### config.mk
export PLATFORM = sky130hd
export DESIGN_NAME = snn_io_ctrl
export DESIGN_NICKNAME = d
export VERILOG_FILES = /design/src/rtl/snn_io_ctrl.sv
export SDC_FILE = /design/constraint.sdc
export NUM_CORES = 1
export LEC_CHECK = 0
export BUFFER_PORTS_ARGS = -buffer_cell sky130_fd_sc_hd__buf_2
export CELL_PAD_IN_SITES_DETAIL_PLACEMENT = 1
export CELL_PAD_IN_SITES_GLOBAL_PLACEMENT = 2
export CORE_ASPECT_RATIO = 0.8
export CORE_MARGIN = 8
export CORE_UTILIZATION = 31
export CTS_BUF_LIST = sky130_fd_sc_hd__clkbuf_8
export DETAILED_ROUTE_END_ITERATION = 8
export PLACE_DENSITY = 0.75
export SETUP_SLACK_MARGIN = 0.15
export SLEW_MARGIN = 10
export SYNTH_ARGS = -nofsm -noshare
export SYNTH_HDL_FRONTEND = slang
export SYNTH_SLANG_ARGS = --single-unit
export TNS_END_PERCENT = 50
### constraint.sdc
create_clock -name clk -period 2.15 [get_ports clk]
set_input_delay 0.3225 -clock clk [delete_from_list [all_inputs] [get_ports clk]]
set_output_delay 0.3225 -clock clk [all_outputs]
set_load 0.005 [all_outputs]
### src/rtl/snn_io_ctrl.sv
// snn_io_ctrl: sequencer between the UART pair and the SNN core.
// Unpacks received bytes LSB-first into the 1-bit input RAM, starts the core,
// returns the classified digit over uart_tx and mirrors status on the LEDs.
//
// state       | meaning
// ------------+------------------------------------------------------------
// S_RECV      | idle, waiting for the next image byte from uart_rx
// S_UNPACK    | writing the 8 bits of the current byte, one per cycle
// S_START     | core_start high for this single cycle
// S_WAIT_CORE | waiting for core_done with the classified digit
// S_SEND      | waiting for tx_rdy, then requesting the transmit
// S_WAIT_TX   | waiting for uart_tx to go busy and back to idle
module snn_io_ctrl #(
   parameter int NUM_PIXELS = 784,
   parameter int ADDR_WIDTH = 10
) (
   input  logic                  clk,
   input  logic                  rst,
   input  logic                  rx_rdy,
   input  logic [7:0]            rx_data,
   output logic                  ram_we,
   output logic [ADDR_WIDTH-1:0] ram_addr,
   output logic                  ram_wdata,
   output logic                  core_start,
   input  logic                  core_done,
   input  logic [3:0]            core_digit,
   output logic                  tx_start,
   output logic [7:0]            tx_data,
   input  logic                  tx_rdy,
   output logic [7:0]            led
);

   typedef enum logic [2:0] {
      S_RECV,
      S_UNPACK,
      S_START,
      S_WAIT_CORE,
      S_SEND,
      S_WAIT_TX
   } state_t;

   localparam logic [ADDR_WIDTH-1:0] END_ADDR = ADDR_WIDTH'(NUM_PIXELS);
   localparam logic [ADDR_WIDTH-1:0] ONE      = ADDR_WIDTH'(1);

   state_t                state_q,      state_d;
   logic [7:0]            shift_q,      shift_d;
   logic [2:0]            bit_idx_q,    bit_idx_d;
   logic [ADDR_WIDTH-1:0] addr_cnt_q,   addr_cnt_d;
   logic [7:0]            pend_q,       pend_d;
   logic                  pend_full_q,  pend_full_d;
   logic                  ovr_q,        ovr_d;
   logic [3:0]            digit_q,      digit_d;
   logic                  seen_low_q,   seen_low_d;
   logic                  ram_we_q,     ram_we_d;
   logic [ADDR_WIDTH-1:0] ram_addr_q,   ram_addr_d;
   logic                  ram_wdata_q,  ram_wdata_d;
   logic                  core_start_q, core_start_d;
   logic                  tx_start_q,   tx_start_d;
   logic [7:0]            tx_data_q,    tx_data_d;
   logic [7:0]            led_q,        led_d;
   logic [7:0]            next_byte;

   // Next-state, datapath and registered-output computation.
   // bit_idx holds the index of the next bit to write; it wraps to 0 on the
   // cycle carrying the 8th write of a byte, which is where the byte-end
   // decision is taken so a follow-on byte can begin without an idle cycle.
   always_comb begin
      state_d      = state_q;
      shift_d      = shift_q;
      bit_idx_d    = bit_idx_q;
      addr_cnt_d   = addr_cnt_q;
      pend_d       = pend_q;
      pend_full_d  = pend_full_q;
      ovr_d        = ovr_q;
      digit_d      = digit_q;
      seen_low_d   = seen_low_q;
      ram_we_d     = 1'b0;
      ram_addr_d   = ram_addr_q;
      ram_wdata_d  = ram_wdata_q;
      core_start_d = 1'b0;
      tx_start_d   = 1'b0;
      tx_data_d    = tx_data_q;
      next_byte    = pend_full_q ? pend_q : rx_data;

      case (state_q)
         S_RECV: begin
            if (rx_rdy) begin
               state_d     = S_UNPACK;
               shift_d     = rx_data;
               ram_we_d    = 1'b1;
               ram_addr_d  = addr_cnt_q;
               ram_wdata_d = rx_data[0];
               bit_idx_d   = 3'd1;
               addr_cnt_d  = addr_cnt_q + ONE;
            end
         end

         S_UNPACK: begin
            if (bit_idx_q != 3'd0) begin
               ram_we_d    = 1'b1;
               ram_addr_d  = addr_cnt_q;
               ram_wdata_d = shift_q[bit_idx_q];
               bit_idx_d   = bit_idx_q + 3'd1;
               addr_cnt_d  = addr_cnt_q + ONE;
               if (rx_rdy) begin
                  if (pend_full_q) begin
                     ovr_d = 1'b1;
                  end else begin
                     pend_d      = rx_data;
                     pend_full_d = 1'b1;
                  end
               end
            end else if (addr_cnt_q == END_ADDR) begin
               // Image complete: anything buffered belongs to no image.
               state_d      = S_START;
               core_start_d = 1'b1;
               pend_full_d  = 1'b0;
               if (pend_full_q || rx_rdy) begin
                  ovr_d = 1'b1;
               end
            end else if (pend_full_q || rx_rdy) begin
               // Back-to-back byte: the buffered one goes first, and a byte
               // arriving now takes its freed slot.
               shift_d     = next_byte;
               ram_we_d    = 1'b1;
               ram_addr_d  = addr_cnt_q;
               ram_wdata_d = next_byte[0];
               bit_idx_d   = 3'd1;
               addr_cnt_d  = addr_cnt_q + ONE;
               if (pend_full_q && rx_rdy) begin
                  pend_d = rx_data;
               end else begin
                  pend_full_d = 1'b0;
               end
            end else begin
               state_d = S_RECV;
            end
         end

         S_START: begin
            state_d = S_WAIT_CORE;
            if (rx_rdy) begin
               ovr_d = 1'b1;
            end
         end

         S_WAIT_CORE: begin
            if (rx_rdy) begin
               ovr_d = 1'b1;
            end
            if (core_done) begin
               digit_d   = core_digit;
               tx_data_d = {4'h0, core_digit};
               state_d   = S_SEND;
            end
         end

         S_SEND: begin
            if (rx_rdy) begin
               ovr_d = 1'b1;
            end
            if (tx_rdy) begin
               tx_start_d = 1'b1;
               seen_low_d = 1'b0;
               state_d    = S_WAIT_TX;
            end
         end

         S_WAIT_TX: begin
            if (rx_rdy) begin
               ovr_d = 1'b1;
            end
            if (!tx_rdy) begin
               seen_low_d = 1'b1;
            end else if (seen_low_q) begin
               state_d    = S_RECV;
               addr_cnt_d = '0;
            end
         end

         default: begin
            state_d = S_RECV;
         end
      endcase

      led_d = {ovr_d, (state_d != S_RECV), 2'b00, digit_d};
   end

   // State and output registers with synchronous reset.
   always_ff @(posedge clk) begin
      if (rst) begin
         state_q      <= S_RECV;
         shift_q      <= '0;
         bit_idx_q    <= '0;
         addr_cnt_q   <= '0;
         pend_q       <= '0;
         pend_full_q  <= 1'b0;
         ovr_q        <= 1'b0;
         digit_q      <= '0;
         seen_low_q   <= 1'b0;
         ram_we_q     <= 1'b0;
         ram_addr_q   <= '0;
         ram_wdata_q  <= 1'b0;
         core_start_q <= 1'b0;
         tx_start_q   <= 1'b0;
         tx_data_q    <= '0;
         led_q        <= '0;
      end else begin
         state_q      <= state_d;
         shift_q      <= shift_d;
         bit_idx_q    <= bit_idx_d;
         addr_cnt_q   <= addr_cnt_d;
         pend_q       <= pend_d;
         pend_full_q  <= pend_full_d;
         ovr_q        <= ovr_d;
         digit_q      <= digit_d;
         seen_low_q   <= seen_low_d;
         ram_we_q     <= ram_we_d;
         ram_addr_q   <= ram_addr_d;
         ram_wdata_q  <= ram_wdata_d;
         core_start_q <= core_start_d;
         tx_start_q   <= tx_start_d;
         tx_data_q    <= tx_data_d;
         led_q        <= led_d;
      end
   end

   assign ram_we     = ram_we_q;
   assign ram_addr   = ram_addr_q;
   assign ram_wdata  = ram_wdata_q;
   assign core_start = core_start_q;
   assign tx_start   = tx_start_q;
   assign tx_data    = tx_data_q;
   assign led        = led_q;

endmodule
Word level (Yosys, flattened, before mapping) --
Index checks and enable logic that the tools add are counted.
Word-level totals: flip-flop bits (word level) 65, output and inout bits 30, word-level logic and storage cells 130
Cells by class: equal/unequal tests 19, $add $sub $neg 2, order comparisons 1, mux-type cells 68, bitwise logic cells 2, reduce and logical (&&, ||, !) cells 21
Operators with widths (number):
- $mux 10 | 10
- $mux 8 | 10
- $mux 3 | 12
- $pmux 10 s3 | 1
- $mux 1 | 24
- $ne 2x2->1 const B | 10
- $pmux 10 s2 | 1
- $pmux 3 s6 | 1
- $pmux 8 s2 | 1
- $reduce_bool 3->1 | 4
- $add 10x1->10 const B | 1
- $eq 10x10->1 const B | 1
- $reduce_and 5->1 | 2
- $ne 3x3->1 const B | 3
- $mux 4 | 2
- $pmux 1 s2 | 4
- $reduce_and 4->1 | 2
- $reduce_bool 2->1 | 4
- $eq 3x2->1 const B | 2
- $eq 3x3->1 const B | 2
- $pmux 3 s2 | 1
- $reduce_and 6->1 | 1
- $lt 3x4->1 const B | 1
- $reduce_or 4->1 | 1
- other kinds (11) | 12

Longest topological paths before layout --
Gate-level depths: netlist (run 1).
depth after elaboration 6, depth in mapped cells 9

Least setup slack after synthesis (run 1) --
Ideal clock, no wire load.
kind register to register, from register addr_cnt_q[5], to register ram_addr_q[4], in the netlist ram_addr[4], path slack -0.016 ns, data required time 2.022 ns, buffers on the path 2, cell stages (with the launch flop) 8, arrival 2.038 ns, library setup time 0.128 ns, cell sequence dfxtp_1 or4b_4 or4_1 buf_2 nand3_4 buf_12 mux2i_1 nor2_1
On the way: word-level cells in the longest chain between the ends 3
RTL lines:
- from (decl) | line 48 | logic [ADDR_WIDTH-1:0] addr_cnt_q, addr_cnt_d;
- from (signal assigned) | line 212 | addr_cnt_q <= addr_cnt_d;
- $eq 10x10->1 | line 113 | end else if (addr_cnt_q == END_ADDR) begin
- $ne 3x3->1 (no line)
- $reduce_and 4->1 (no line)
- to (signal assigned) | line 219 | ram_addr_q <= ram_addr_d;
- to (decl) | line 55 | logic [ADDR_WIDTH-1:0] ram_addr_q, ram_addr_d;
Every way passes these cells. A chain may end at the register's enable or synchronous reset.

Final worst setup path (run 1) --
from register addr_cnt_q[7], to register ram_addr_q[0], in the netlist ram_addr[0]
The elaborated chain is that of the path after synthesis.

==> results_dict.tcl, run 1 <==
set metrics [dict create \
    synth.most_common_cell "dfxtp_1" \
    antenna_found_initial 0 \
    setup-violations-final 0 \
    dieHeight_um 98.23 \
    clock_skew_ns 0.01043 \
    syn-instance-count 295 \
    tns_ns 0 \
    yosysWarnings 0 \
    critical_path_required_ns 2.34 \
    slowest_delay_ns 0.56 \
    cp.arrival_ns 2.25 \
    finalCritPeriodShare_pct 96.03 \
    die_x_um 118.8 \
    first_iter_violations 103 \
    htreeDepth 2 \
    crit_fanout 6 \
    avgSynthCellArea_sq_um 8.881 \
    start_util_pct 31.44 \
    critPathLaunchType "register" \
    cts.clk_slew.worst_paths_ns 0.11 \
    dieArea_sq_mm 0.01167 \
    synth_top_cell_area_share_pct 42.02 \
    timing.fmax_mhz 484.4 \
    clock-root-buffer "clkbuf_8" \
    synth_top_flop_cell "dfxtp_1" \
    grt_pass1_vias 2424 \
    peakVddDrop_v 0.0003468 \
    worst_setup_path_end_kind "register" \
    synth_area_sq_mm 0.002620 \
    cp_top_family "simple AND/OR/NAND/NOR gates" \
    path_class "reg2reg" \
    gp_congestion 0.7451 \
    leakage_uw 0.001409 \
    fill_cells 1008 \
    vias 2312 \
    finalHoldViolCount 0 \
    io_pins 47 \
    pwr-share-comb_pct 17.7 \
    powerDensity_mw_per_mm2 696.2 \
    cts_tree "yes" \
    maxCapViolations 0 \
    r2r-start "addr_cnt_q[7]" \
    critical_path.slowest_cell "or4b_4" \
    grt_max_degree 40 \
    grt_usage_pct 12.80 \
    clkLatencyLatePin_ns 0.31 \
    report.final.slew_viol_count 0 \
    swShare_pct 25.79 \
    wl_per_cell_um 15.55 \
    p_int_uw 1724 \
    drive_above_1_share_pct 29.94 \
    syn_to_final_growth_pct 27.36 \
    p_switching_uw 599.2 \
    cts_max_path_buffers 2 \
    pwr-share-clk_pct 35.5 \
    antennaDiodeCount 0 \
    drt-total-wl_um 7248 \
    ys_types 49 \
    ys_top_cells_by_count "dfxtp_1 (55), nor2_1 (41), mux2i_1 (27)" \
    drc 0 \
    portBuffers 40 \
    synth-edff-count 0 \
    hp-class "in2reg" \
    placementRows 30 \
    core_sq_mm 0.008333 \
    ant_nets 0 \
    final_nets 374 \
    worstPathCellList "or4b_4, or4_4, nand3_4, buf_8, mux2i_1, nor2_1" \
    dpl.hpwl_um 5233 \
    yosysSeqAreaShare_pct 42.02 \
    instances_no_fill 466 \
    regArea_sq_mm 0.001109 \
    numCtsBuffers 5 \
    rsz0062_at_grt "true" \
    dr.pass1.iters 4 \
    multi_input_area_sq_mm 0.001401 \
    placed_cells 450 \
    status "complete, no violations" \
    crit_start "addr_cnt_q[7]" \
    ys_top_cells_by_area "dfxtp_1 (42%), mux2i_1 (10%), nor2_1 (5.9%)" \
    period_needed_ns 2.065 \
    grt_overflow 0 \
    vias_per_cell 4.961 \
    p_seq_share_pct 46.8 \
    clock-sinks 55 \
    synth_async_sr_flop_share_pct 0 \
    ys_ff_latch 55 \
    crit_buf_inv 1 \
    worstHoldStart "core_digit[2]" \
    synth_top_area_cell "dfxtp_1" \
    grt_pass1_wl_um 12450 \
]
==> timing repair <==
action / CTS / global route
resized for setup: 5 / 19
pin swaps: 3 / 8
hold buffers: 0 / 0
setup endpoints to repair: 24 / 39
setup buffers: 6 / 2
==> through the flow <==
step                      power [uW]  utilization (%)  instance area (sq um)  hold WS, ns  worst slack [ns]
after floorplan                 1343                -                   2658       0.4473            0.1316
after global placement          1457            36.52                   3043       0.4454            0.1140
after detailed placement        1468            36.52                   3043       0.4582           0.05782
after CTS                       2325            38.90                   3242       0.2283           0.09972
after global routing            2444            40.04                   3337       0.2381          0.009347
final                           2323            40.04                   3337       0.2389           0.08540
==> power by group through the flow <==
stage	Clock, uW	Sequential [uW]	Combinational (uW)
2_1_floorplan	0	1110	232
3_3_place_gp	0	1110	351
3_5_place_dp	0	1110	358
4_1_cts	856	1090	383
5_1_grt	894	1090	457
6_report	824	1090	412
==> metal layers <==
metal  up-vias  GRT usage (%)  share of wire (%)
met1      1114          17.56                 50
met2        47          19.82                 45
li1       1144              -                  -
met5         -              0                  0
met4         0          3.783               0.87
met3         7          2.422                4.2
==> cell type report <==
| class | instances | share of cell area (%) |
|---|---|---|
| clock inverters | 3 | 2.025 |
| multi-input cells | 210 | 41.99 |
| clock buffers | 5 | 2.062 |
| inverters | 8 | 0.8999 |
| flip-flops and latches | 55 | 33.22 |
| repair buffers | 73 | 15.60 |
| well taps | 112 | 4.199 |
==> path summary, 6_finish.rpt <==
| kind | end | cells past startpoint | slack, ns |
|---|---|---|---|
| worst min-delay path | digit_q[2] | 3 | 0.24 |
| worst max register to register | ram_addr[0] | 6 | 0.09 |
| worst max-delay path | ram_addr[0] | 6 | 0.09 |
| worst min register to register | tx_data[3] | 2 | 0.47 |
==> flip-flops by register name, summed over array words and instances (netlist names), 2 cells and up <==
signal / cells
addr_cnt_q: 10
ram_addr: 10
pend_q: 8
shift_q: 8
bit_idx_q: 3
digit_q: 3
state_q: 3
led: 2
==> worst min-delay path, stage by stage <==
cell and delay [ns]:
buf_2 0.10, nand2_1 0.04, a21oi_1 0.05
==> layout by cell type, fill, tap and decap left out, types with 3 or more instances in the layout <==
cell type / instances
conb_1: 6
dfxtp_1: 51
a21oi_1: 19
and2_1: 3
mux2i_1: 25
dfxtp_2: 3
buf_2: 40
nor3_1: 4
o31ai_1: 3
or4_4: 3
inv_1: 8
buf_4: 25
nand2_1: 25
buf_12: 4
clkbuf_8: 5
ha_1: 3
or3_1: 3
or4_1: 3
nand4_1: 5
o21ai_1: 3
a211oi_1: 8
nor2_1: 41
nand3_1: 8
o21ai_0: 4
a21oi_2: 3
==> logic make-up after synthesis <==
| logic type | after synthesis | synth area share, % |
|---|---|---|
| AO/OA/AOI/OAI | 59 | 15.14 |
| XOR/XNOR | 2 | 0.6687 |
| flip-flops | 55 | 42.02 |
| adder cells (fa/ha/maj) | 4 | 1.910 |
| multiplexers | 29 | 12.03 |
| other | 1 | 0.1431 |
| AND/OR/NAND/NOR | 110 | 20.77 |
| buffers and inverters | 35 | 7.306 |
Power figures use the tool's default switching activity.
==> inputs of run 2 (changes only) <==
--- a/config.mk
+++ b/config.mk
@@ -5,15 +5,16 @@
 export SDC_FILE = /design/constraint.sdc
 export NUM_CORES = 1
 export LEC_CHECK = 0
+export ABC_AREA = 1
 export BUFFER_PORTS_ARGS = -buffer_cell sky130_fd_sc_hd__buf_2
 export CELL_PAD_IN_SITES_DETAIL_PLACEMENT = 1
 export CELL_PAD_IN_SITES_GLOBAL_PLACEMENT = 2
 export CORE_ASPECT_RATIO = 0.8
 export CORE_MARGIN = 8
-export CORE_UTILIZATION = 31
+export CORE_UTILIZATION = 29
 export CTS_BUF_LIST = sky130_fd_sc_hd__clkbuf_8
 export DETAILED_ROUTE_END_ITERATION = 8
-export PLACE_DENSITY = 0.75
+export PLACE_DENSITY = 0.77
 export SETUP_SLACK_MARGIN = 0.15
 export SLEW_MARGIN = 10
 export SYNTH_ARGS = -nofsm -noshare
==> run 2 against run 1 <==
Against the previous run:
- clock skew hardly changed
- power shrank 3.0%
- non-clock buffer count down 25
- largest power group unchanged
==> results_dict.tcl, run 2 <==
set metrics [dict create \
    syn_to_final_growth_pct 13.75 \
    rsz0062_at_grt "true" \
    met2_usage_pct 17.96 \
    finalHoldViolCount 0 \
    setup-violations-final 0 \
    grt_overflow 0 \
    placementRows 32 \
    post-place-ws_ns 0.1753 \
    worst_setup_path_end_kind "register" \
    drc 0 \
    report.final.slew_viol_count 0 \
    io_pins 47 \
    ys_ff_latch 55 \
    crit_buf_inv 1 \
    htreeDepth 2 \
    die_x_um 128.4 \
    first_iter_violations 117 \
    ys_types 34 \
    use_met1_pct 17.48 \
    vias 2762 \
    crit_top_cell "nor2_1" \
    pwr-share-clk_pct 32.6 \
    synth-edff-count 0 \
    ys_top_cells_by_count "nand2_1 (96), nor2_1 (81), dfxtp_1 (55)" \
    grt_pass1_wl_um 13630 \
    status "complete, no violations" \
    ant_nets 0 \
    leakage_uw 0.001497 \
    core_sq_mm 0.009729 \
    hold_buffers 0 \
    yosysWarnings 0 \
    vias_per_cell 4.543 \
    timing.fmax_mhz 515.3 \
    gp_congestion 0.7703 \
    peakVddDrop_v 0.0002266 \
    grt.met3_usage_pct 2.596 \
    worstPathCellList "inv_1, ha_1, nand2_1, nor2_1, a21oi_1, nand3_4, o21ai_0, nor2_1" \
    synth_top_area_cell "dfxtp_1" \
    final_cell_mix "nand2_1 (96), nor2_1 (81), dfxtp_1 (55), inv_1 (41), buf_2 (40)" \
    start_util_pct 30.12 \
    final_nets 492 \
    synth_top_flop_cell "dfxtp_1" \
    p_seq_share_pct 49.9 \
    crit_fanout 12 \
    dr.pass1.iters 4 \
    antenna_found_initial 0 \
    avgSynthCellArea_sq_um 6.675 \
    synth_top_cell_area_share_pct 37.57 \
    p_int_uw 1577 \
    portBuffers 40 \
    critical_path_required_ns 2.36 \
    maxCapViolations 0 \
    numCtsBuffers 5 \
    critical_path.slowest_cell "dfxtp_1" \
    clock_skew_ns 0.009972 \
    dieHeight_um 105.9 \
    powerDensity_mw_per_mm2 676.4 \
    swShare_pct 30.06 \
    critPathLaunchType "register" \
    ys_top_cells_by_area "dfxtp_1 (38%), nand2_1 (12%), nor2_1 (10%)" \
    synth_area_sq_mm 0.002930 \
    cts_tree "yes" \
    cp_top_family "compound AO/OA/AOI/OAI gates" \
    cp.arrival_ns 2.15 \
    yosysSeqAreaShare_pct 37.57 \
    cts.clk_slew.worst_paths_ns 0.11 \
    p_switching_uw 677.6 \
    cts_resized 0 \
    pwr-share-comb_pct 17.5 \
    grt_pass1_vias 2750 \
    dieArea_sq_mm 0.01360 \
    fill_cells 1276 \
    grt_usage_pct 12.30 \
    wl_per_cell_um 13.28 \
    synth_async_sr_flop_share_pct 0 \
    final_common_cell "nand2_1" \
    clkLatencyLatePin_ns 0.32 \
    finalCritPeriodShare_pct 90.27 \
    drt-total-wl_um 8076 \
    setup_slack_ns 0.2093 \
    period_needed_ns 1.941 \
    gr-max-usage-layer "met2" \
    drive_above_1_share_pct 15.68 \
    grt_max_degree 34 \
    tns_ns 0 \
    clock-root-buffer "clkbuf_8" \
    synth.most_common_cell "nand2_1" \
    antennaDiodeCount 0 \
    cts_setup_buffers 0 \
    path_class "reg2reg" \
    dpl.hpwl_um 5995 \
    cts_max_path_buffers 2 \
    syn-instance-count 439 \
    hp-class "in2reg" \
    clock-sinks 55 \
    slowest_delay_ns 0.38 \
]
-- run 2: changes by cell type after synthesis, sizes merged, moves of 4 or more --
cell,change
nand2,+76
nor2,+45
inv,+36
o21ai,+35
mux2i,-23
a21oi,+15
a211oi,-9
buf,+8
clkbuf,-7
or4,-6
nand3,+4
-- run 2: kinds of logic (layout without fill, tap and decap cells) --
family,Yosys count,after routing,share of synthesized area [%]
XOR/XNOR,4,4,1.196
multiplexers,4,4,1.366
other,1,6,0.1280
AO/OA/AOI/OAI,85,85,14.94
adder cells (fa/ha/maj),4,4,1.708
AND/OR/NAND/NOR,213,213,30.83
flip-flops,55,55,37.57
buffers and inverters,73,101,12.25
-- run 2: area by class of cell --
cell class	instances	area [sq um]	area share, %
Clock inverter	3	47.55	1.426
Inverter	45	176.4	5.293
Multi-Input combinational cell	316	1496	44.89
Timing Repair Buffer	48	272.8	8.183
Sequential cell	55	1101	33.03
Tap cell	136	170.2	5.105
Clock buffer	5	68.82	2.065
-- run 2: worst paths after layout --
| kind | startpoint | depth (start not counted) | endpoint | slack [ns] |
|---|---|---|---|---|
| setup / recovery | bit_idx_q[1] | 8 | addr_cnt_q[1] | 0.21 |
| hold / removal | core_digit[1] | 3 | digit_q[1] | 0.21 |
| setup reg to reg | bit_idx_q[1] | 8 | addr_cnt_q[1] | 0.21 |
| hold reg to reg | shift_q[0] | 2 | shift_q[0] | 0.46 |
-- run 2: per-stage QoR --
step / hold WS (ns) / area (sq um) / total power (uW) / cells / util (%)
5_1_grt: 0.2283 / 3333 / 2391 / 608 / 34.26
6_report: 0.2120 / 3333 / 2254 / 608 / 34.26
2_1_floorplan: 0.4032 / 2949 / 1426 / 444 / -
3_3_place_gp: 0.4405 / 3206 / 1536 / 600 / 32.95
3_5_place_dp: 0.4452 / 3206 / 1543 / 600 / 32.95
4_1_cts: 0.1972 / 3322 / 2293 / 608 / 34.14
-- run 2: power by group through the flow --
stage,clock network [uW],logic (uW),registers [uW]
after floorplan,0,290,1140
after global placement,0,389,1150
after detailed placement,0,396,1150
after CTS,770,398,1120
after global routing,803,456,1130
final,735,396,1120
-- run 2: worst reg2reg max path: stages (launching register included) --
cell	delay, ns
dfxtp_1	0.38
inv_1	0.10
ha_1	0.20
nand2_1	0.16
nor2_1	0.09
a21oi_1	0.31
nand3_4	0.23
o21ai_0	0.27
nor2_1	0.08
-- run 2: routing by layer --
layer,vias to the layer above,wire (um)
li1,1436,-
met4,0,105
met3,7,215
met2,32,3346
met1,1287,4409
met5,-,0
